### config.mk
export PLATFORM = sky130hd
export DESIGN_NAME = result_demux_flat
export DESIGN_NICKNAME = d
export VERILOG_FILES = /design/src/rtl/result_demux_if.sv /design/src/rtl/result_demux.sv /design/src/flat_wrapper.sv
export SDC_FILE = /design/constraint.sdc
export NUM_CORES = 1
export LEC_CHECK = 0
export ABC_CLOCK_PERIOD_IN_PS = 2200
export CAP_MARGIN = 20
export CORE_MARGIN = 2
export CORE_UTILIZATION = 25
export DETAILED_ROUTE_END_ITERATION = 10
export GPL_TIMING_DRIVEN = 0
export SKIP_CTS_REPAIR_TIMING = 1
export SLEW_MARGIN = 20
export SYNTH_ARGS = -nofsm -noshare
export SYNTH_HDL_FRONTEND = slang
export SYNTH_SLANG_ARGS = --single-unit
export TNS_END_PERCENT = 20
### constraint.sdc
create_clock -name clk -period 2.2 [get_ports clk]
set_input_delay 0.44 -clock clk [delete_from_list [all_inputs] [get_ports clk]]
set_output_delay 0.44 -clock clk [all_outputs]
set_load 0.005 [all_outputs]
### src/rtl/result_demux_if.sv
// rtl/result_demux_if.sv - result steering bus: one input handshake, two destination drains
interface result_demux_if #(
  parameter int WIDTH = 8,
  parameter int DEPTH = 2
);
  localparam int CW = $clog2(DEPTH) + 1;

  logic             in_valid;
  logic             in_sel;
  logic [WIDTH-1:0] in_data;
  logic             in_ready;
  logic             a_valid;
  logic [WIDTH-1:0] a_data;
  logic             a_ready;
  logic             b_valid;
  logic [WIDTH-1:0] b_data;
  logic             b_ready;
  logic [CW-1:0]    a_count;
  logic [CW-1:0]    b_count;

  modport master (
    output in_valid, in_sel, in_data, a_ready, b_ready,
    input  in_ready, a_valid, a_data, b_valid, b_data, a_count, b_count
  );

  modport slave (
    input  in_valid, in_sel, in_data, a_ready, b_ready,
    output in_ready, a_valid, a_data, b_valid, b_data, a_count, b_count
  );
endinterface

### src/rtl/result_demux.sv
// rtl/result_demux.sv - registered 1-to-2 demux into two independent per-destination FIFOs
module result_demux #(
  parameter int WIDTH = 8,
  parameter int DEPTH = 2
) (
  input logic           clk,
  input logic           reset,
  result_demux_if.slave bus
);
  localparam int PW = $clog2(DEPTH);
  localparam int CW = PW + 1;
  localparam logic [CW-1:0] FULL = CW'(DEPTH);

  // Index 0 is destination A (register-file write-back), 1 is destination B.
  logic [WIDTH-1:0] mem    [2][DEPTH];
  logic [PW-1:0]    wr_ptr [2];
  logic [PW-1:0]    rd_ptr [2];
  logic [CW-1:0]    count  [2];
  logic [1:0]       push;
  logic [1:0]       pop;
  logic [1:0]       valid;
  logic             in_ready;

  // Full check uses registered counts only, so a same-cycle pop never admits a push.
  assign in_ready = !reset && (bus.in_sel ? (count[1] != FULL) : (count[0] != FULL));

  assign push[0] = bus.in_valid && in_ready && !bus.in_sel;
  assign push[1] = bus.in_valid && in_ready &&  bus.in_sel;
  assign valid[0] = (count[0] != '0);
  assign valid[1] = (count[1] != '0);
  assign pop[0] = valid[0] && bus.a_ready;
  assign pop[1] = valid[1] && bus.b_ready;

  always_ff @(posedge clk) begin
    if (reset) begin
      for (int d = 0; d < 2; d++) begin
        wr_ptr[d] <= '0;
        rd_ptr[d] <= '0;
        count[d]  <= '0;
        for (int e = 0; e < DEPTH; e++) begin
          mem[d][e] <= '0;
        end
      end
    end else begin
      for (int d = 0; d < 2; d++) begin
        if (push[d]) begin
          mem[d][wr_ptr[d]] <= bus.in_data;
          wr_ptr[d]         <= wr_ptr[d] + PW'(1);
        end
        if (pop[d]) begin
          rd_ptr[d] <= rd_ptr[d] + PW'(1);
        end
        count[d] <= count[d] + CW'(push[d]) - CW'(pop[d]);
      end
    end
  end

  assign bus.in_ready = in_ready;
  assign bus.a_valid  = valid[0];
  assign bus.b_valid  = valid[1];
  assign bus.a_data   = mem[0][rd_ptr[0]];
  assign bus.b_data   = mem[1][rd_ptr[1]];
  assign bus.a_count  = count[0];
  assign bus.b_count  = count[1];
endmodule
### src/flat_wrapper.sv
// flat-port wrapper written by rule: the top's interface ports become plain ports
module result_demux_flat 
#(
  parameter int WIDTH = 8,
  parameter int DEPTH = 2
)
  (clk, reset, bus_in_valid, bus_in_sel, bus_in_data, bus_a_ready, bus_b_ready, bus_in_ready, bus_a_valid, bus_a_data, bus_b_valid, bus_b_data, bus_a_count, bus_b_count);
  result_demux_if #(.WIDTH(WIDTH), .DEPTH(DEPTH)) bus_i ();
  input logic clk;
  input logic reset;
  input wire logic [$bits(bus_i.in_valid)-1:0] bus_in_valid;
  input wire logic [$bits(bus_i.in_sel)-1:0] bus_in_sel;
  input wire logic [$bits(bus_i.in_data)-1:0] bus_in_data;
  input wire logic [$bits(bus_i.a_ready)-1:0] bus_a_ready;
  input wire logic [$bits(bus_i.b_ready)-1:0] bus_b_ready;
  output wire logic [$bits(bus_i.in_ready)-1:0] bus_in_ready;
  output wire logic [$bits(bus_i.a_valid)-1:0] bus_a_valid;
  output wire logic [$bits(bus_i.a_data)-1:0] bus_a_data;
  output wire logic [$bits(bus_i.b_valid)-1:0] bus_b_valid;
  output wire logic [$bits(bus_i.b_data)-1:0] bus_b_data;
  output wire logic [$bits(bus_i.a_count)-1:0] bus_a_count;
  output wire logic [$bits(bus_i.b_count)-1:0] bus_b_count;
  assign bus_i.in_valid = bus_in_valid;
  assign bus_i.in_sel = bus_in_sel;
  assign bus_i.in_data = bus_in_data;
  assign bus_i.a_ready = bus_a_ready;
  assign bus_i.b_ready = bus_b_ready;
  assign bus_in_ready = bus_i.in_ready;
  assign bus_a_valid = bus_i.a_valid;
  assign bus_a_data = bus_i.a_data;
  assign bus_b_valid = bus_i.b_valid;
  assign bus_b_data = bus_i.b_data;
  assign bus_a_count = bus_i.a_count;
  assign bus_b_count = bus_i.b_count;
  result_demux #(.WIDTH(WIDTH), .DEPTH(DEPTH)) u_core (.clk(clk), .reset(reset), .bus(bus_i));
endmodule
==> flow_metrics.tcl <==
set metrics [dict create \
    status "complete, but fails checks" \
    violations "negative setup slack" \
    reg2reg_setup_slack_ns 0.40 \
    synthMostInstantiatedCell "edfxtp_1" \
    ff2ff_path_depth 3 \
    drive_above_1_share_pct 32.1 \
    cp.required_ns 1.76 \
    cts_buffers 5 \
    dpl.hpwl_um 3200 \
    cts_tree "built" \
    holdCritStartpoint "bus_in_sel" \
    min_period_over_period_pct 105 \
    drtAntennaViolNets 0 \
    fin_skew_ns 0.00666 \
    met1Wirelength_um 2240 \
    synth_cell_types 25 \
    synth_top_area_share_pct 50.9 \
    synth_area_um2 2130 \
    clk_pin_slew_ns 0.09 \
    port_buffers 35 \
    whs_endpoint "u_core.mem[0][8]" \
    worstSetupStartpointType "input pin" \
    routed-wl-met3_um 216 \
    post_drt_wl_per_cell_um 15.4 \
    die_area_um2 9260 \
    die_h_um 96.2 \
    worst_slack_ns -0.108 \
    synth_seq_cells 40 \
    grt_start_max_net_pins 15 \
    timing_max_transition_violations_final 0 \
    synth_edf_count 36 \
    dp_slack_ns -0.443 \
    relSlewSlack_pct 44.8 \
    dr.first_iter.drc_count 51 \
    cts_root_buf "clkbuf_8" \
    ys.flop_type "edfxtp_1" \
    core-area_um2 8220 \
    place_congestion 0.719 \
    synth_fp_nets 165 \
    grt_pass1_vias 1355 \
    reg2reg_to "u_core.mem[1][0]" \
    cp.arrival_ns 1.87 \
    leakage_nw 0.953 \
    vdd_drop_max_mv 0.632 \
    yosysTopAreaCell "edfxtp_1" \
    ys.warnings.count 0 \
    min_period_ns 2.31 \
    yosysSeqAreaShare_pct 54.6 \
    dr.pass1.iters 4 \
    ys_top_cells_by_area "edfxtp_1 (51%), nor4b_2 (11%), mux2_2 (8.5%)" \
    clock.fmax_ghz 0.433 \
    post_synth.cell_area_avg_um2 14.5 \
    synthTopCellsByCount "edfxtp_1 (36), mux2_2 (16), nor4b_1 (16), nor4b_2 (16), inv_1 (9)" \
    clock_latency_ns 0.30 \
    vias 1371 \
    worstReg2RegStart "u_core.count[0][3]" \
    final_cell_area_um2 2790 \
    cts_buffer_depth 2 \
    critPathLaunch "reset" \
    antenna_found_initial 0 \
    htreeDepth 2 \
    hp-class "input pin to flop" \
    maxCapViolations 0 \
    cp_slowest_cell "clkdlybuf4s50_1" \
    grt_pass1_wl_um 7090 \
    grt_overflow_total 0 \
    hold_depth 2 \
    placement.cell_area_um2 2620 \
    top_layer_used "met4" \
    hold_violations 0 \
    cp-end-kind "output port" \
    crit_path_cell_trace "clkdlybuf4s50_1, buf_2, a211oi_2, clkdlybuf4s50_1" \
    initial_utilization_pct 25.9 \
    syn_inst 147 \
    num_antenna_cells 0 \
    worst_slew_pin_slew_ns 0.822 \
    rows 33 \
    crit_top_cell "clkdlybuf4s50_1" \
    crit_type "input pin to output port" \
    rsz0062_at_grt "yes" \
    routed_via_density 4.65 \
    clock_sinks 40 \
    areaGrowthSynthToFinish_pct 31.3 \
    synthArstFlopShare_pct 0 \
    path_max_fanout 10 \
    ioPinCount 37 \
    crit_path_max_incr_delay_ns 0.54 \
    powerDensity_nw_per_um2 870 \
    drc 0 \
    die_width_um 96.2 \
    wl_um 4550 \
    fin_nets 207 \
    wl_met2_um 2050 \
    grtUsageTotal_pct 10.3 \
    setup_viol 1 \
]
[report_power, final]
| group | switching (W) | leakage (nW) | internal, W |
|---|---|---|---|
| clock | 0.000280 | 0.0583 | 0.000342 |
| combinational | 0.000377 | 0.487 | 0.000454 |
| sequential | 0.0000524 | 0.408 | 0.000922 |
[area by class of cell]
type                            count  area [um^2]
Tap cell                          105          131
Clock inverter                      3         47.5
Timing Repair Buffer               37          365
Sequential cell                    40         1160
Fill cell                         813         5430
Clock buffer                        5         68.8
Multi-Input combinational cell     84          917
Buffer                             12         63.8
Inverter                            9         33.8
[through the flow]
stage | setup TNS (ns) | util [%] | power, W | hold slack (ns) | std cells
6_report | -0.108 | 34.0 | 0.00243 | 0.551 | 295
2_1_floorplan | 0 | - | 0.00144 | 0.668 | 147
4_1_cts | -5.30 | 33.3 | 0.00242 | 0.546 | 295
5_1_grt | -0.789 | 34.0 | 0.00256 | 0.541 | 295
3_5_place_dp | -11.65 | 31.9 | 0.00180 | 0.720 | 287
3_3_place_gp | -19.95 | 31.7 | 0.00177 | 0.683 | 287
[sequential cells by signal (all words and copies together), names as in the netlist]
register,cells
u_core.count,4
u_core.mem,32
u_core.wr_ptr,2
u_core.rd_ptr,2
[cells in the final DEF (no fill, tap or decap), types with 2 or more instances in the layout]
master,count
or3b_1,2
xnor3_1,2
clkinv_4,2
nand3b_1,2
or2_2,2
a211oi_1,3
nor4_1,2
edfxtp_1,36
o21ai_0,2
inv_1,9
dfxtp_1,3
clkbuf_8,5
buf_2,6
nor4b_2,16
nor2b_1,3
buf_1,2
ha_1,4
clkdlybuf4s50_1,35
nor4b_1,16
o31ai_4,3
o31ai_1,2
nand2_1,2
mux2_2,16
nor2_1,2
buf_4,4
a211oi_2,2
[critical path, delay by kind of cell]
kind,cells,cell delay [ns]
buffers and inverters,3,1.24
AO/OA/AOI/OAI,1,0.19
[how the worst max path moves through the flow]
stage	end	slack, ns	depth (start not counted)
finish	bus_in_ready	-0.11	4
global route	bus_in_ready	-0.15	4
CTS	bus_in_ready	-0.29	4
detailed placement	u_core.mem[0][11]	-0.44	4
global placement	u_core.mem[1][12]	-0.84	4
floorplan	u_core.mem[1][10]	0.13	3
[kinds of logic (layout without fill, tap and decap cells)]
kind of cell               after synthesis  count (layout)  share of synthesized area (%)
and+or+nand+nor                         49              49                           22.8
buffers and inverters                   23              66                           4.77
DFF                                     40              40                           54.6
xor gates and xnor gates                 2               2                           2.12
adders and majority gates                4               4                           2.35
AOI/OAI and AO/OA                       13              13                           4.83
muxes                                   16              16                           8.48
[layer usage]
layer / GRT usage (%) / vias to the layer above
met5: 0 / -
met4: 2.50 / 0
met3: 3.21 / 4
met2: 15.6 / 33
met1: 14.3 / 672
li1: - / 662
Note: power is estimated with default switching activity, not from simulation.
==> variant 1 (same settings) <==
`WIDTH` is set to 8 in 3 places; all go to 6.
--- a/src/rtl/result_demux_if.sv
+++ b/src/rtl/result_demux_if.sv
@@ -1,6 +1,6 @@
 // rtl/result_demux_if.sv - result steering bus: one input handshake, two destination drains
 interface result_demux_if #(
-  parameter int WIDTH = 8,
+  parameter int WIDTH = 6,
   parameter int DEPTH = 2
 );
   localparam int CW = $clog2(DEPTH) + 1;
--- a/src/rtl/result_demux.sv
+++ b/src/rtl/result_demux.sv
@@ -1,6 +1,6 @@
 // rtl/result_demux.sv - registered 1-to-2 demux into two independent per-destination FIFOs
 module result_demux #(
-  parameter int WIDTH = 8,
+  parameter int WIDTH = 6,
   parameter int DEPTH = 2
 ) (
   input logic           clk,
--- a/src/flat_wrapper.sv
+++ b/src/flat_wrapper.sv
@@ -1,7 +1,7 @@
 // flat-port wrapper written by rule: the top's interface ports become plain ports
 module result_demux_flat 
 #(
-  parameter int WIDTH = 8,
+  parameter int WIDTH = 6,
   parameter int DEPTH = 2
 )
   (clk, reset, bus_in_valid, bus_in_sel, bus_in_data, bus_a_ready, bus_b_ready, bus_in_ready, bus_a_valid, bus_a_data, bus_b_valid, bus_b_data, bus_a_count, bus_b_count);
Interface: changed (resized bus_a_data, bus_b_data and bus_in_data); port bits go from 37 to 31. The function was not compared with the original's and may differ.
==> variant 1 against the original RTL <==
Non-clock buffer count fell by 5; clock skew is 0.00063 ns lower; area after synthesis is 18% lower; via count decreased by 14%; cell count down 12%; sequential cell count shrank 8; critical endpoint is now bus_a_data[5]; first-iteration DRC count is 9.8% lower; routed wire length down 19%; utilization up 0.28 points; critical path type is now reg -> out; setup slack improved by 0.22 ns; clock power down 32%; final area fell by 17%; total power shrank 21%.
==> variant 1: results (changes against the original RTL) <==
| Metric | Value |
|---|---|
| Number of port buffers | `30 (-14%)` |
| Slowest stage delay, CP | `0.44 ns (-0.10 ns)` |
| Drt initial violations | `46 (-9.8%)` |
| GP Congestion | `0.7411 (+3.0%)` |
| Pre-CTS setup slack | `-0.4489 ns (-0.006146 ns)` |
| Area contributors post-synth | `edfxtp_1 (48%), nor4b_2 (11%), mux2_2 (7.7%), nor4b_1 (5.5%), dfxtp_1 (4.6%)` |
| Worst vdd ir | `0.3894 mV (-38%)` |
| Nets | `180 (-13%)` |
| Worst-path clk slew | `0.07 ns (-0.02 ns)` |
| First-pass GRT wire length | `5.851 mm (-18%)` |
| Distinct cells, synth | `24 (-4.0%)` |
| Tot GR Track Use | `10.25% (-0.049 points)` |
| Commonest cells post-synth | `edfxtp_1 (28), nor4b_2 (13), mux2_2 (12)` |
| Hold crit path type | `reg -> reg` |
| Post-Synth Adder-Cell Area | `2.857% (+0.50 points)` |
| Post-synth EDFFs | `28 (-22%)` |
| Routed wire length | `3.694 mm (-19%)` |
| Worst-Skew Late Latency | `0.28 ns (-0.02 ns)` |
| P_leak | `0.8313 nW (-13%)` |
| Vias in the first global route | `1151 (-15%)` |
| Critical-path maximum fanout | `7 (-3)` |
| Layout cells sized above 1 | `33.54% (+1.4 points)` |
| Vias | `1176 (-14%)` |
| Biggest registers after layout | `u_core.mem (24), u_core.count (4)` |
| Mux cell area share after synthesis | `7.714% (-0.76 points)` |
| Max_slew headroom | `58.18% (+13 points)` |
| Crit path DAT | `1.64 ns (-0.23 ns)` |
| Status | `finished, final reports clean` |
-- variant 1: cell count changes after synthesis, moves of 2 or more --
cell,change
edfxtp_1,-8
nor4b_1,-5
mux2_2,-4
nor4b_2,-3
buf_1,-2
buf_4,-2
buf_6,+2
-- variant 1: path summary, 6_finish.rpt --
path / startpoint / end / slack (ns) / cells past startpoint
max: u_core.rd_ptr[0][0] / bus_a_data[5] / 0.12 / 3
min: u_core.count[0][3] / u_core.count[0][3] / 0.70 / 2
max reg2reg: u_core.count[0][0] / u_core.mem[0][3] / 0.32 / 4
min reg2reg: u_core.count[0][3] / u_core.count[0][3] / 0.70 / 2
-- variant 1: through the flow --
stage	power (mW)	area (um2)	std cells	utilization (%)	hold WS, ns
6_report	1.927	2326	260	34.24	0.6957
5_1_grt	2.046	2326	260	34.24	0.7279
4_1_cts	1.931	2250	258	33.11	0.7096
3_5_place_dp	1.502	2172	251	31.97	0.6953
3_3_place_gp	1.492	2172	251	31.97	0.6983
2_1_floorplan	1.204	1752	125	-	0.6670
-- variant 1: per-layer routing --
metal / wire length, um / GRT usage, % / up-vias
li1: - / - / 566
met1: 1666 / 12.87 / 575
met2: 1770 / 16.60 / 29
met3: 195 / 3.205 / 6
met4: 61 / 3.776 / 0
met5: 0 / 0 / -
-- variant 1: report_power, final --
| part | switching [mW] | leakage, nW | total (mW) | internal (mW) |
|---|---|---|---|---|
| logic | 0.316 | 0.466 | 0.712 | 0.396 |
| clock network | 0.207 | 0.0410 | 0.421 | 0.215 |
| registers | 0.0492 | 0.325 | 0.794 | 0.744 |
-- variant 1: final cells by class --
type	instances	share of cell area [%]
sequential	32	39.64
inverter	9	1.452
clock inverter	1	0.2152
tap	96	5.164
clock buffer	6	3.120
multi-input combinational	72	33.24
timing repair buffer	33	13.99
buffer	11	3.174
==> variant 2 (config.mk and constraints unchanged) <==
Made on the original files. Put a register stage on the output `bus.b_count`, without a reset. The value now appears one clock later.
--- a/src/rtl/result_demux.sv
+++ b/src/rtl/result_demux.sv
@@ -61,5 +61,7 @@
   assign bus.a_data   = mem[0][rd_ptr[0]];
   assign bus.b_data   = mem[1][rd_ptr[1]];
   assign bus.a_count  = count[0];
-  assign bus.b_count  = count[1];
+  always_ff @(posedge clk) begin
+    bus.b_count <= count[1];
+  end
 endmodule
Formal check against the unedited RTL: not equivalent (a bounded check fails within 4 cycles, from zero or initial values).
==> variant 2 against the original RTL <==
The run still ends with setup timing left; critical path depth unchanged; setup slack worse by 0.012 ns; count of clock-buffer cells in the layout unchanged; final area up 0.31%; total power down 2.9%; routed wire length down 1.1%; die area up 2.4%; area after synthesis up 2.5%; sequential cell count up 2; non-clock buffer count up 1; clock power down 19%; largest power group unchanged; critical endpoint unchanged.
==> variant 2: results (changes against the original RTL) <==
| Metric | Value |
|---|---|
| Status | `complete, but fails checks` |
| Failing checks | `setup timing` |
| Buffering overhead | `15.56% (+0.18 points)` |
| Family with the most delay on the worst path | `buffers and inverters` |
| Drt initial violations | `81 (+59%)` |
| P_leak | `0.9560 nW (+0.29%)` |
| Clock skew | `0.005956 ns (-0.0007029 ns)` |
| Root buffer cell | `clkbuf_8` |
| Tot GR Track Use | `10.20% (-0.10 points)` |
| Placed cell area | `0.002680 mm2 (+2.2%)` |
| Reg2reg start | `u_core.count[0][1]` |
| HP Start | `u_core.count[0][3]` |
| GP Congestion | `0.7479 (+4.0%)` |
| Final WS setup | `-0.1203 ns (-0.01247 ns)` |
| Fraction of area in multi-input gates | `32.28% (-0.59 points)` |
| Layout cells sized above 1 | `31.09% (-1.0 points)` |
| CTS sink cnt | `42 (+5.0%)` |
| ClkCell Share | `3.219% (-0.95 points)` |
| Mapped Area | `0.002180 mm2 (+2.5%)` |
| Final setup violating endpoints | `6 (+5)` |
| Vias in the first global route | `1430 (+5.5%)` |
| R2R setup slack | `0.33 ns (-0.07 ns)` |
| Comb_multi_in | `84 (unchanged)` |
| Nets | `210 (+1.4%)` |
| Non-CTS buffers | `50 (+2.0%)` |
| First-pass GRT wire length | `7.555 mm (+6.5%)` |
| GR Overflow Total | `0 (unchanged)` |
| Synth Net Count | `169 (+2.4%)` |
| Post-synth EDFFs | `36 (unchanged)` |
| Routed wire length | `4.499 mm (-1.1%)` |
| Vias per cell | `4.598 (-1.1%)` |
| Area contributors post-synth | `edfxtp_1 (50%), nor4b_2 (11%), mux2_2 (8.3%), nor4b_1 (6.4%), dfxtp_1 (5.5%)` |
| Worst R2R End | `u_core.mem[0][0]` |
| Sequential cell area | `0.001201 mm2 (+3.3%)` |
| Worst Setup SP | `reset` |
| Slowest stage delay, CP | `0.54 ns (about the same)` |
| Hold crit path type | `reg -> reg` |
| Sequential cell area fraction in the yosys report | `55.11% (+0.49 points)` |
| Worst vdd ir | `0.4428 mV (-30%)` |
| DP HPWL | `3.206 mm (+0.20%)` |
| Worst slew pin tran | `0.7877 ns (-0.03473 ns)` |
| Fill cells | `886 (+9.0%)` |
| Post-Route Setup TNS | `-0.1469 ns (-0.03903 ns)` |
| Reg2reg path depth | `3 (unchanged)` |
## variant 2: worst min path at each step
stage | endpoint | cells past startpoint
after floorplan | u_core.bus.b_count[1] | 0
after CTS | u_core.bus.b_count[1] | 0
after global placement | u_core.bus.b_count[1] | 0
final | u_core.bus.b_count[1] | 0
after global routing | u_core.bus.b_count[1] | 0
after detailed placement | u_core.bus.b_count[1] | 0
## variant 2: cells by family after synthesis
kind of cell,after synthesis,synth area share (%)
multiplexers,16,8.266
flip-flops,42,55.11
AND/OR/NAND/NOR,49,22.27
AO/OA/AOI/OAI,13,4.707
adder cells (fa/ha/maj),4,2.296
XOR/XNOR,2,2.066
buffers and inverters,25,5.281
## variant 2: routing by layer
| metal | global-route usage [%] | vias to the layer above | part of all wire [%] | wire (um) |
|---|---|---|---|---|
| met1 | 14.65 | 673 | 50 | 2252 |
| li1 | - | 680 | - | - |
| met2 | 15.07 | 26 | 45 | 2044 |
| met4 | 3.205 | 0 | 1.2 | 52 |
| met3 | 2.590 | 5 | 3.3 | 150 |
| met5 | 0 | - | 0 | 0 |
## variant 2: per-stage QoR
step	worst slack, ns	std cells	power [mW]	hold slack, ns	util (%)
floorplan	0.1278	151	1.507	0.3648	-
global placement	-0.8258	294	1.843	0.3874	31.01
detailed placement	-0.4615	294	1.860	0.3873	31.19
CTS	-0.2642	302	2.373	0.3996	32.24
global route	-0.1989	301	2.503	0.4116	32.57
finish	-0.1203	301	2.357	0.3978	32.57
## variant 2: power by group
part	leakage, nW	switching, mW	internal [mW]
clock network	0.0441	0.280	0.223
logic	0.488	0.360	0.456
registers	0.424	0.0678	0.970
